--- src/rtl/ring_wr_cntrl.sv ---
// ring_wr_cntrl
//
// Write-side address and capture controller for the digitizer ring buffer.
// Incoming samples are written continuously into a 2^SIZE-deep ring. After a
// programmable pre-trigger fill, the controller arms and accepts a trigger
// rising edge. It then writes a programmable number of post-trigger samples
// and freezes. The frozen buffer is handed to the readout controller through
// last_addr, and ro_ack re-arms the capture.
//
// Parameters
//   SIZE          address width; the ring depth is 2^SIZE
//
// Ports
//   clk           system clock; all state updates on the rising edge
//   rst           synchronous active-high reset
//   enable        run control; low forces IDLE
//   din_valid     a sample is present this cycle
//   trigger       trigger input; only its rising edge is used
//   pretrig_i     minimum writes after (re)arm before a trigger is accepted
//   posttrig_i    samples written after the trigger sample; sampled at trigger
//   ro_ack        one-cycle pulse: readout complete, re-arm
//   wr_addr       RAM write address
//   wr_en         RAM write strobe (din_valid gated by the registered state)
//   last_addr     address of the most recent write (readout start address)
//   trig_addr     address of the trigger sample
//   buffer_ready  high in HOLD; the buffer is frozen and may be read
//   busy          high in FILL, ARMED or POST

module ring_wr_cntrl #(
   parameter int unsigned SIZE = 8
) (
   input  logic            clk,
   input  logic            rst,
   input  logic            enable,
   input  logic            din_valid,
   input  logic            trigger,
   input  logic [SIZE-1:0] pretrig_i,
   input  logic [SIZE-1:0] posttrig_i,
   input  logic            ro_ack,
   output logic [SIZE-1:0] wr_addr,
   output logic            wr_en,
   output logic [SIZE-1:0] last_addr,
   output logic [SIZE-1:0] trig_addr,
   output logic            buffer_ready,
   output logic            busy
);

   localparam logic [SIZE-1:0] One = SIZE'(1);

   typedef enum logic [2:0] {
      StIdle,
      StFill,
      StArmed,
      StPost,
      StHold
   } state_e;

   state_e          r_state;
   state_e          w_state_next;

   logic [SIZE-1:0] r_wr_addr;
   logic [SIZE-1:0] r_last_addr;
   logic [SIZE-1:0] r_trig_addr;
   logic [SIZE-1:0] r_fill_cnt;
   logic [SIZE-1:0] r_post_cnt;
   logic            r_trig_q;

   logic [SIZE-1:0] w_fill_next;
   logic            w_trig_edge;
   logic            w_trig_fire;
   logic            w_wr_en;

   assign w_trig_edge = trigger & ~r_trig_q;

   // A trigger is honoured only in ARMED and only while enabled, since the
   // enable rule overrides every other transition.
   assign w_trig_fire = (r_state == StArmed) & enable & w_trig_edge;

   // Fill count including this cycle's write, saturating at all-ones. Using
   // the post-write value lets the ARMED transition happen in the cycle right
   // after the count reaches pretrig_i.
   always_comb begin
      w_fill_next = r_fill_cnt;
      if (w_wr_en && (r_fill_cnt != '1)) begin
         w_fill_next = r_fill_cnt + One;
      end
   end

   //--------------------------------------------------------------------------
   // FSM: state register
   //--------------------------------------------------------------------------
   always_ff @(posedge clk) begin
      if (rst) begin
         r_state <= StIdle;
      end else begin
         r_state <= w_state_next;
      end
   end

   //--------------------------------------------------------------------------
   // FSM: next-state logic
   //--------------------------------------------------------------------------
   always_comb begin
      w_state_next = r_state;
      if (!enable) begin
         w_state_next = StIdle;
      end else begin
         case (r_state)
            StIdle: begin
               w_state_next = StFill;
            end
            StFill: begin
               // Live comparison: a lowered pretrig_i arms immediately.
               if (w_fill_next >= pretrig_i) begin
                  w_state_next = StArmed;
               end
            end
            StArmed: begin
               if (w_trig_edge) begin
                  w_state_next = (posttrig_i == '0) ? StHold : StPost;
               end
            end
            StPost: begin
               if (w_wr_en && (r_post_cnt == One)) begin
                  w_state_next = StHold;
               end
            end
            StHold: begin
               if (ro_ack) begin
                  w_state_next = StFill;
               end
            end
            default: begin
               w_state_next = StIdle;
            end
         endcase
      end
   end

   //--------------------------------------------------------------------------
   // FSM: outputs decoded from the registered state
   //--------------------------------------------------------------------------
   always_comb begin
      w_wr_en      = 1'b0;
      busy         = 1'b0;
      buffer_ready = 1'b0;
      case (r_state)
         StFill, StArmed, StPost: begin
            w_wr_en = din_valid;
            busy    = 1'b1;
         end
         StHold: begin
            buffer_ready = 1'b1;
         end
         default: begin
            w_wr_en = 1'b0;
         end
      endcase
   end

   //--------------------------------------------------------------------------
   // Datapath: addresses, counters and trigger edge register
   //--------------------------------------------------------------------------
   always_ff @(posedge clk) begin
      if (rst) begin
         r_wr_addr   <= '0;
         r_last_addr <= '0;
         r_trig_addr <= '0;
         r_fill_cnt  <= '0;
         r_post_cnt  <= '0;
         r_trig_q    <= 1'b0;
      end else begin
         r_trig_q <= trigger;

         // The write pointer only moves on writes and is never rewound by
         // state changes, so a re-armed capture continues at last_addr + 1.
         if (w_wr_en) begin
            r_last_addr <= r_wr_addr;
            r_wr_addr   <= r_wr_addr + One;
         end

         // FILL is only entered from IDLE or HOLD; clear on entry.
         if ((r_state != StFill) && (w_state_next == StFill)) begin
            r_fill_cnt <= '0;
         end else if (r_state == StFill) begin
            r_fill_cnt <= w_fill_next;
         end

         // The trigger sample is the one written this cycle if any, otherwise
         // the most recent one already in the ring.
         if (w_trig_fire) begin
            r_trig_addr <= w_wr_en ? r_wr_addr : r_last_addr;
            r_post_cnt  <= posttrig_i;
         end else if ((r_state == StPost) && w_wr_en) begin
            r_post_cnt <= r_post_cnt - One;
         end
      end
   end

   assign wr_en     = w_wr_en;
   assign wr_addr   = r_wr_addr;
   assign last_addr = r_last_addr;
   assign trig_addr = r_trig_addr;

endmodule

--- config.mk ---
export PLATFORM = sky130hd
export DESIGN_NAME = ring_wr_cntrl
export DESIGN_NICKNAME = d
export VERILOG_FILES = /design/src/rtl/ring_wr_cntrl.sv
export SDC_FILE = /design/constraint.sdc
export NUM_CORES = 1
export LEC_CHECK = 0
export ABC_AREA = 1
export CAP_MARGIN = 10
export CORE_AREA = 2 2 72 74
export DETAILED_ROUTE_END_ITERATION = 8
export DIE_AREA = 0 0 74 76
export GPL_TIMING_DRIVEN = 0
export PLACE_DENSITY = 0.8
export SYNTH_ARGS = -nofsm -noshare
export SYNTH_HDL_FRONTEND = slang
export SYNTH_SLANG_ARGS = --single-unit
--- constraint.sdc ---
create_clock -name clk -period 3.6 [get_ports clk]
set_clock_uncertainty 0.2 [all_clocks]
set_input_delay 0.72 -clock clk [delete_from_list [all_inputs] [get_ports clk]]
set_output_delay 0.72 -clock clk [all_outputs]
set_load 0.02 [all_outputs]
# After elaboration in Yosys (flattened, before gate mapping)
# Index checks and enable logic that the tools add are counted.
# classes
addsub	3
magnitude_cmp	1
n_eq_ne	8
muxes	14
bitwise	4
reduce_logical	9
# op_table
cell	count
8-bit 2-to-1 mux	4
3-bit 2-to-1 mux	6
8-bit by 1-bit adder with 8-bit output (second input constant)	2
3-bit one-hot mux with 5 select lines	1
8-bit by 1-bit equality test with 1-bit output (second input constant)	1
8-bit greater-or-equal comparator	1
8-bit zero test	1
8-bit != test (second input constant)	1
8-bit by 1-bit subtractor with 8-bit output (second input constant)	1
3-bit by 1-bit equality test with 1-bit output (second input constant)	2
3-bit by 2-bit equality test with 1-bit output (second input constant)	2
1-bit logical AND	4
1-bit bitwise AND	3
3-bit equality test (second input constant)	1
3-bit zero test	1
1-bit 2-to-1 mux	3
3-bit by 1-bit != test with 1-bit output (second input constant)	1
3-bit OR reduction	1
2-bit nonzero test	1
2-bit OR reduction	1
1-bit NOT	1
# totals
ff_bits	44
input_bits	22
output_inout_bits	27

# Longest topological paths before layout
# Gate-level depths: netlist of run 1.
# logic_depth
ltp_word	12
ltp_mapped	22
depth_no_buf	22

# Worst setup path before layout of run 1
# OpenSTA, ideal clock, no wires.
# synth_timing
kind	input to register
from	in din_valid
to	reg r_fill_cnt[0]
setup_ns	0.126
t_arrival_ns	2.426
required_time_ns	3.274
setup_slack_ns	0.848
cell_stages	16
n_path_buf	0
path_cell_list	inv_1 -> nor3_4 -> nand2_4 -> inv_2 -> nand2_1 -> nand2_1 -> inv_1 -> ha_1 -> a21oi_1 -> nor2_1 -> nor3_1 -> nand2_1 -> nand2_1 -> nand2_1 -> nand3_1 -> a21oi_1
# synth_via
elab_chain_cells	10
elab_cells_between_ends	12
cone_classes	order compare: 1; eq/ne: 1; mux: 6; reduce/logical: 4
# synth_rtl
item	line	rtl
from (decl)	35	input logic din_valid,
1-bit 2-to-1 mux	147	case (r_state)
1-bit logical AND	84	if (w_wr_en && (r_fill_cnt != '1)) begin
8-bit 2-to-1 mux	84	
net w_fill_next[5]	68	logic [SIZE-1:0] w_fill_next;
8-bit greater-or-equal comparator	114	if (w_fill_next >= pretrig_i) begin
3-bit 2-to-1 mux	114	
3-bit one-hot mux with 5 select lines	108	case (r_state)
3-bit 2-to-1 mux	105	if (!enable) begin
3-bit by 1-bit equality test with 1-bit output	183	if ((r_state != StFill) && (w_state_next == StFill)) begin
1-bit logical AND	183	
2-bit OR reduction (no source line)	n/a	
to (signal assigned)	186	r_fill_cnt <= w_fill_next;
to (decl)	64	logic [SIZE-1:0] r_fill_cnt;
# The timed path passes the listed nets, and every way through them passes these cells.
# A chain may end at the register's enable or synchronous reset.

# Worst setup path after layout of run 1
# layout_timing
from	in din_valid
to	reg r_fill_cnt[7]
# The elaborated chain is that of the path after synthesis.

==> results of run 1 <==
final cells by class:
type                    instances  area [um2]  share of cell area
multi-input cells             260        1340               0.425
flip-flops and latches         44         881               0.281
repair buffers                 49         490               0.156
inverters                      56         210              0.0670
well taps                      70        87.6              0.0279
clock buffers                   6        82.6              0.0263
plain buffers                   8        42.5              0.0136
clock inverters                 2        10.0             0.00319
power by group:
group / switching (mW) / total (mW) / internal [mW]
Combinational: 0.0745 / 0.138 / 0.0638
Sequential: 0.00864 / 0.505 / 0.496
Clock: 0.171 / 0.324 / 0.153
layer usage:
metal,wire [um],track usage
met5,0,0
met4,93,0.0945
met3,356,0.0569
met2,2680,0.345
met1,2560,0.265
cells in the mapped netlist (5+ instances only):
| cell type | count |
|---|---|
| nor2_1 | 43 |
| nand2_1 | 102 |
| o21ai_0 | 17 |
| xor2_1 | 5 |
| inv_1 | 51 |
| a21oi_1 | 21 |
| ha_1 | 12 |
| a31oi_1 | 6 |
| o21ai_1 | 5 |
| nor3_1 | 5 |
| dfxtp_1 | 44 |
| nand3_1 | 13 |
path summary, 6_finish.rpt:
path	startpoint	to	cells past startpoint
min	r_post_cnt[1]	r_post_cnt[1]	2
max	din_valid	r_fill_cnt[7]	17
max reg2reg	r_fill_cnt[0]	r_fill_cnt[7]	21
min reg2reg	r_post_cnt[1]	r_post_cnt[1]	2
logic make-up (layout without fill, tap and decap cells):
family | count (synthesis) | after routing | share of synthesized area
adder cells (fa/ha/maj) | 12 | 12 | 0.0608
AND/OR/NAND/NOR | 184 | 184 | 0.326
multiplexers | 2 | 2 | 0.00811
AO/OA/AOI/OAI | 53 | 53 | 0.114
flip-flops | 44 | 44 | 0.357
buffers and inverters | 64 | 121 | 0.102
XOR/XNOR | 9 | 9 | 0.0319
timing repair:
| item | 4_1_cts | 5_1_grt |
|---|---|---|
| resized for setup | 0 | 1 |
| cloned | 0 | 0 |
| hold buffers | 0 | 0 |
| endpoints found under the setup margin | 1 | 1 |
| pin swaps | 1 | 1 |
| buffers inserted | 0 | 1 |
sequential cells by signal, summed over array words and instances (netlist names):
signal,flops
last_addr,8
r_fill_cnt,8
r_post_cnt,8
trig_addr,8
wr_addr,8
r_state,3
r_trig_q,1
critical path, cell delays in order:
cell             delay (ps)
clkdlybuf4s50_1         480
inv_1                    70
nor3_4                  310
buf_6                   210
inv_2                    80
nor2_1                   90
o22ai_1                 120
inv_1                    80
ha_1                    220
nand2_1                  90
nor2_1                   50
nor3_1                  220
nand2_1                  90
nand2_1                  60
nand2_1                  40
nand3_1                 230
a21oi_1                 120
metrics by stage:
step,worst slack [ps],utilization
finish,315,0.639
global route,0.745,0.639
CTS,55.2,0.637
detailed placement,-48.5,0.618
global placement,-6.33,0.618
floorplan,848,-
==> results.py, run 1 <==
metrics = {
    "floorplan": {
        "die_y_um": 76,
        "num_rows": 26,
        "dieArea_um2": 5620,
        "die_w_um": 74,
        "core_um2": 4910,
        "initial_core_util": 0.503,
        "io_pins": 49,
    },
    "power": {
        "power.density_nw_per_um2": 308,
        "total_power_mw": 0.967,
        "p_leak_nw": 1.43,
        "peakVddDrop_uv": 266,
    },
    "global_route": {
        "antenna_found_initial": 0,
        "grt_overflow": 0,
        "grt_max_degree": 14,
        "first_global_vias": 2309,
        "globalRouteTotalUtil": 0.215,
        "grt_pass1_wl_um": 9690,
    },
    "clock_network": {
        "clock-sinks": 44,
        "htreeDepth": 2,
        "clkLatencyLatePin_ps": 300,
        "cts.reportedPaths.clkPinSlew_ps": 80,
        "cts_buffer_depth": 2,
        "clockRootBuffer": "clkbuf_8",
        "cts_buffers": 5,
        "cts_tree": "built",
    },
    "yosys": {
        "yosysTopAreaCellShare": 0.357,
        "yosysWarnings": 0,
        "syn_nets": 402,
        "ys_types": 36,
        "netlist_instances": 368,
        "synth_edf_count": 0,
        "synth_top_area_cell": "dfxtp_1",
        "synth_area_leaders": "dfxtp_1, nand2_1, inv_1",
        "yosys_most_used_dff": "dfxtp_1",
        "ys_ff_latch": 44,
        "syn_avg_cell_area_um2": 6.71,
        "netlist_area_um2": 2470,
        "yosysSeqAreaShare": 0.357,
        "synthArstFlopShare": 0,
    },
    "drt": {
        "firstDrtPassIters": 4,
        "wl_per_cell_um": 11.5,
        "vias": 2465,
        "wirelength_um": 5690,
        "drt_iter0_drc": 122,
        "vias_per_cell": 4.98,
        "route.detailed.drc": 0,
        "drtAntennaViolNets": 0,
    },
    "placement": {
        "placed_area_um2": 3040,
        "routabilityCongestion": 0.853,
        "dpl.hpwl_um": 4420,
        "place_inst": 486,
        "port_buffers": 48,
    },
    "timing": {
        "slew-limit-headroom": 0.628,
        "rsz0062_at_grt": "no",
        "fin_crit_sh": 0.912,
        "tightest_slew_ps": 558,
        "max_freq_mhz": 304,
        "min_period_ps": 3280,
        "tns_ps": 0,
        "final-hold-violation-count": 0,
        "slew_violations": 0,
        "setup_violations": 0,
        "finalHoldWorstSlack_ps": 310,
    },
    "cells_and_area": {
        "fill_cells": 444,
        "final_nets": 458,
        "final_cells": 495,
        "drive_gt1_frac": 0.0753,
        "syn2layout_area_growth_pct": 27.2,
        "layout_common_cells": "nand2_1, inv_1, clkdlybuf4s50_1",
        "diodes": 0,
        "mostFrequentLayoutCell": "nand2_1",
        "postLayoutCellArea_um2": 3140,
    },
    "run_status": {
        "status": "finished, final reports clean",
    },
    "run": {
        "max_cap_viol_count": 0,
    },
    "setup_path": {
        "cp-end-kind": "register",
        "required_ps": 3590,
        "worstPathArrival_ps": 3270,
        "critical_path.startpoint_type": "input pin",
        "path_class": "input pin to register",
        "r2r_setup_slack_ps": 480,
        "cp_max_fo": 10,
    },
    "worst_hold_path": {
        "min_path_type": "register to register",
    },
}
Power figures use the tool's default switching activity.
==> inputs of run 2 (changes only) <==
- CORE_AREA: 2 2 72 74 -> 2 2 65 67
- CTS_BUF_LIST: default -> sky130_fd_sc_hd__clkbuf_4
- DIE_AREA: 0 0 74 76 -> 0 0 67 69
- DONT_BUFFER_PORTS: default -> 1
==> results.py, run 2 (synthesized netlist as in run 1, its figures left out) <==
metrics = {
    "timing": {
        "fin_crit_sh": 0.888,
        "slew_violations": 0,
        "slew-limit-headroom": 0.627,
        "rsz0062_at_grt": "no",
        "min_period_ps": 3200,
        "tns_ps": 0,
        "final-hold-violation-count": 0,
        "max_freq_mhz": 313,
        "tightest_slew_ps": 560,
        "setup_violations": 0,
    },
    "cells_and_area": {
        "layout_common_cells": "nand2_1, inv_1, dfxtp_1",
        "syn2layout_area_growth_pct": 5.93,
        "drive_gt1_frac": 0.0824,
        "mostFrequentLayoutCell": "nand2_1",
        "diodes": 0,
        "final_nets": 409,
        "utilization": 0.668,
    },
    "clock_network": {
        "clkLatencyLatePin_ps": 370,
        "cts.reportedPaths.clkPinSlew_ps": 140,
        "cts_buffer_depth": 2,
        "postCtsResizedCells": 0,
        "clockRootBuffer": "clkbuf_4",
        "postCtsSetupRepairBufs": 0,
        "ctsHoldBuffers": 0,
        "cts_buffers": 5,
        "cts_tree": "built",
        "htreeDepth": 2,
        "clock-sinks": 44,
    },
    "floorplan": {
        "dieArea_um2": 4620,
        "initial_core_util": 0.631,
        "io_pins": 49,
        "num_rows": 23,
        "die_y_um": 69,
        "die_w_um": 67,
        "core_um2": 3910,
    },
    "drt": {
        "wirelength_um": 5330,
        "drt_iter0_drc": 113,
        "firstDrtPassIters": 4,
        "drtAntennaViolNets": 0,
        "route.detailed.drc": 0,
        "vias": 2243,
        "wl_per_cell_um": 12.5,
        "vias_per_cell": 5.27,
    },
    "placement": {
        "routabilityCongestion": 0.877,
        "port_buffers": 0,
        "dpl.hpwl_um": 4000,
    },
    "setup_path": {
        "worstPathArrival_ps": 3300,
        "required_ps": 3700,
        "cp-end-kind": "register",
        "path_class": "register to register",
        "critical_path.startpoint_type": "register",
        "cp_max_fo": 9,
    },
    "run_status": {
        "status": "finished, final reports clean",
    },
    "global_route": {
        "grt_pass1_wl_um": 9110,
        "globalRouteTotalUtil": 0.252,
        "antenna_found_initial": 0,
        "grt_max_degree": 16,
        "grt_overflow": 0,
        "first_global_vias": 2127,
    },
    "power": {
        "power.density_nw_per_um2": 356,
        "p_leak_nw": 1.22,
        "peakVddDrop_uv": 327,
    },
    "run": {
        "max_cap_viol_count": 0,
    },
    "worst_hold_path": {
        "min_path_type": "input pin to register",
    },
}
[run 2: report_power, final]
| part | switching (mW) | total [mW] | internal, mW |
|---|---|---|---|
| Clock | 0.172 | 0.321 | 0.148 |
| Combinational | 0.0630 | 0.0985 | 0.0355 |
| Sequential | 0.0142 | 0.511 | 0.497 |
| Total | 0.250 | 0.930 | 0.681 |
[run 2: worst max-delay path: stages (launching register included)]
cell,delay [ps]
dfxtp_1,460
ha_1,230
inv_1,50
nor2_1,170
nand2_1,120
nor2_1,130
nand2_1,100
nand2_4,110
inv_2,80
o21ai_1,180
inv_1,70
ha_1,290
nand2_1,50
inv_1,40
nand2_1,40
nand2_1,80
nand2_1,70
nand2_1,60
nand2_1,40
nand2_1,60
nand3_1,240
a21oi_1,250
[run 2: worst paths after layout]
path	from	to	slack [ps]	cells after the start
max	r_fill_cnt[0]	r_fill_cnt[7]	400	21
min	trigger	r_trig_q	240	2
max reg2reg	r_fill_cnt[0]	r_fill_cnt[7]	400	21
min reg2reg	r_post_cnt[0]	r_post_cnt[0]	320	2
[run 2: through the flow]
stage / power (mW) / area (um2) / setup slack (ps) / instances / hold slack [ps]
3_3_place_gp: 0.617 / 2530 / 501 / 418 / 288
6_report: 0.930 / 2620 / 402 / 426 / 238
4_1_cts: 0.936 / 2620 / 418 / 426 / 227
3_5_place_dp: 0.621 / 2530 / 458 / 418 / 304
5_1_grt: 0.971 / 2620 / 125 / 426 / 213
2_1_floorplan: 0.599 / 2470 / 848 / 368 / 268
[run 2: area by class of cell]
cell class                      instances  area (um2)
Buffer                                  8        42.5
Tap cell                               50        62.6
Inverter                               56         210
Clock buffer                            5        37.5
Fill cell                             351        1300
Clock inverter                          3        46.3
Multi-Input combinational cell        260        1340
Sequential cell                        44         881
[run 2: layer usage]
metal,track usage,vias to the layer above,part of all wire
li1,-,1174,-
met1,0.304,1008,0.43
met2,0.435,53,0.50
met3,0.0636,8,0.058
met4,0.0680,0,0.012
met5,0,-,0
==> inputs of run 3 (changes only) <==
- CORE_AREA: 2 2 65 67 -> 2 2 66 68
- CTS_BUF_LIST: sky130_fd_sc_hd__clkbuf_4 -> default
- DIE_AREA: 0 0 67 69 -> 0 0 68 70
- PLACE_DENSITY: 0.8 -> 0.78
==> results.py, run 3 (synthesized netlist as in run 1, its figures left out) <==
metrics = {
    "setup_path": {
        "timing.rr.end": "r_fill_cnt[7]",
        "cp-end-kind": "register",
        "rr_worst_depth": 21,
        "reg2reg_from": "r_fill_cnt[0]",
        "startpoint": "r_fill_cnt[0]",
        "cp_max_fo": 9,
        "path_class": "register to register",
        "worstPathArrival_ps": 3120,
        "required_ps": 3630,
        "critical_path.startpoint_type": "register",
        "crit_end": "r_fill_cnt[7]",
        "r2r_setup_slack_ps": 510,
    },
    "drt": {
        "top_layer": "met4",
        "met1Wirelength_um": 2230,
        "wirelength_um": 5400,
        "firstDrtPassIters": 6,
        "route.detailed.drc": 0,
        "wl_met3_um": 329,
        "vias": 2273,
        "drt_iter0_drc": 109,
        "wl_per_cell_um": 12.6,
        "drtAntennaViolNets": 0,
        "met2_length_um": 2680,
        "vias_per_cell": 5.31,
    },
    "worst_hold_path": {
        "min_path_type": "register to register",
    },
    "timing": {
        "fin_crit_sh": 0.859,
        "tns_ps": 0,
        "tightest_slew_ps": 547,
        "rsz0062_at_grt": "no",
        "max_freq_mhz": 323,
        "postLayoutSetupSlackWorst_ps": 507,
        "final-hold-violation-count": 0,
        "setup_violations": 0,
        "slew_violations": 0,
        "slew-limit-headroom": 0.636,
        "finalHoldWorstSlack_ps": 306,
        "min_period_ps": 3090,
    },
    "power": {
        "peakVddDrop_uv": 337,
        "power.density_nw_per_um2": 418,
        "p_leak_nw": 1.26,
    },
    "run_status": {
        "status": "finished, final reports clean",
    },
    "cells_and_area": {
        "syn2layout_area_growth_pct": 9.07,
        "mostFrequentLayoutCell": "nand2_1",
        "diodes": 0,
        "fill_cells": 401,
        "final_nets": 409,
        "drive_gt1_frac": 0.0824,
        "multiInputGateArea_um2": 1340,
        "regArea_um2": 881,
        "postLayoutCellArea_um2": 2690,
        "layout_common_cells": "nand2_1, inv_1, dfxtp_1",
    },
    "global_route": {
        "first_global_vias": 2198,
        "grt_pass1_wl_um": 9340,
        "globalRouteTotalUtil": 0.254,
        "grt_overflow": 0,
        "grt_max_degree": 15,
        "antenna_found_initial": 0,
    },
    "floorplan": {
        "core_um2": 4140,
        "num_rows": 24,
        "die_y_um": 70,
        "die_w_um": 68,
        "io_pins": 49,
        "initial_core_util": 0.596,
        "dieArea_um2": 4760,
    },
    "placement": {
        "routabilityCongestion": 0.883,
        "pre_cts_ws_ps": 463,
        "port_buffers": 0,
        "placed_area_um2": 2530,
        "dpl.hpwl_um": 4030,
    },
    "run": {
        "max_cap_viol_count": 0,
    },
    "clock_network": {
        "cts_buffers": 5,
        "ctsHoldBuffers": 0,
        "htreeDepth": 2,
        "postCtsResizedCells": 0,
        "clock-sinks": 44,
        "cts_tree": "built",
        "cts_buffer_depth": 2,
        "cts.reportedPaths.clkPinSlew_ps": 80,
        "clockRootBuffer": "clkbuf_8",
        "clkLatencyLatePin_ps": 300,
        "postCtsSetupRepairBufs": 0,
    },
}
[run 3: metrics by stage]
stage / instances / power, mW / utilization
2_1_floorplan: 368 / 0.599 / -
3_3_place_gp: 420 / 0.617 / 0.611
3_5_place_dp: 420 / 0.620 / 0.611
4_1_cts: 428 / 1.13 / 0.650
5_1_grt: 428 / 1.17 / 0.650
6_report: 428 / 1.13 / 0.650
[run 3: critical path, stage by stage, from the launching register on]
cell and delay [ps]:
dfxtp_1 420, ha_1 210, inv_1 50, nor2_1 170
nand2_1 110, nor2_1 130, nand2_1 100, nand2_4 100
inv_2 80, o21ai_1 160, inv_1 70, ha_1 290
nand2_1 50, inv_1 40, nand2_1 40, nand2_1 80
nand2_1 70, nand2_1 60, nand2_1 50, nand2_1 70
nand3_1 240, a21oi_1 240
[run 3: cell type report]
| class | count | area share |
|---|---|---|
| clock inverter | 3 | 0.0335 |
| inverter | 56 | 0.0781 |
| buffer | 8 | 0.0158 |
| sequential | 44 | 0.327 |
| multi-input combinational | 260 | 0.496 |
| tap | 52 | 0.0242 |
| clock buffer | 5 | 0.0256 |
[run 3: worst min-delay path by stage]
stage	from	endpoint	slack, ps	depth (start not counted)
6_report	r_post_cnt[0]	r_post_cnt[0]	310	2
5_1_grt	trigger	r_trig_q	320	2
4_1_cts	r_post_cnt[0]	r_post_cnt[0]	310	2
3_5_place_dp	r_post_cnt[1]	r_post_cnt[1]	290	2
3_3_place_gp	r_post_cnt[1]	r_post_cnt[1]	290	2
2_1_floorplan	r_post_cnt[1]	r_post_cnt[1]	270	2
[run 3: metal layers]
| metal | GRT usage | vias to the layer above |
|---|---|---|
| met1 | 0.295 | 1011 |
| met3 | 0.0709 | 15 |
| met5 | 0 | - |
| met2 | 0.424 | 72 |
| met4 | 0.116 | 0 |
| li1 | - | 1175 |
[run 3: power by group]
| part | internal, mW | total (mW) | switching, mW |
|---|---|---|---|
| combinational | 0.0356 | 0.0981 | 0.0625 |
| sequential | 0.496 | 0.511 | 0.0144 |
| clock | 0.347 | 0.518 | 0.171 |
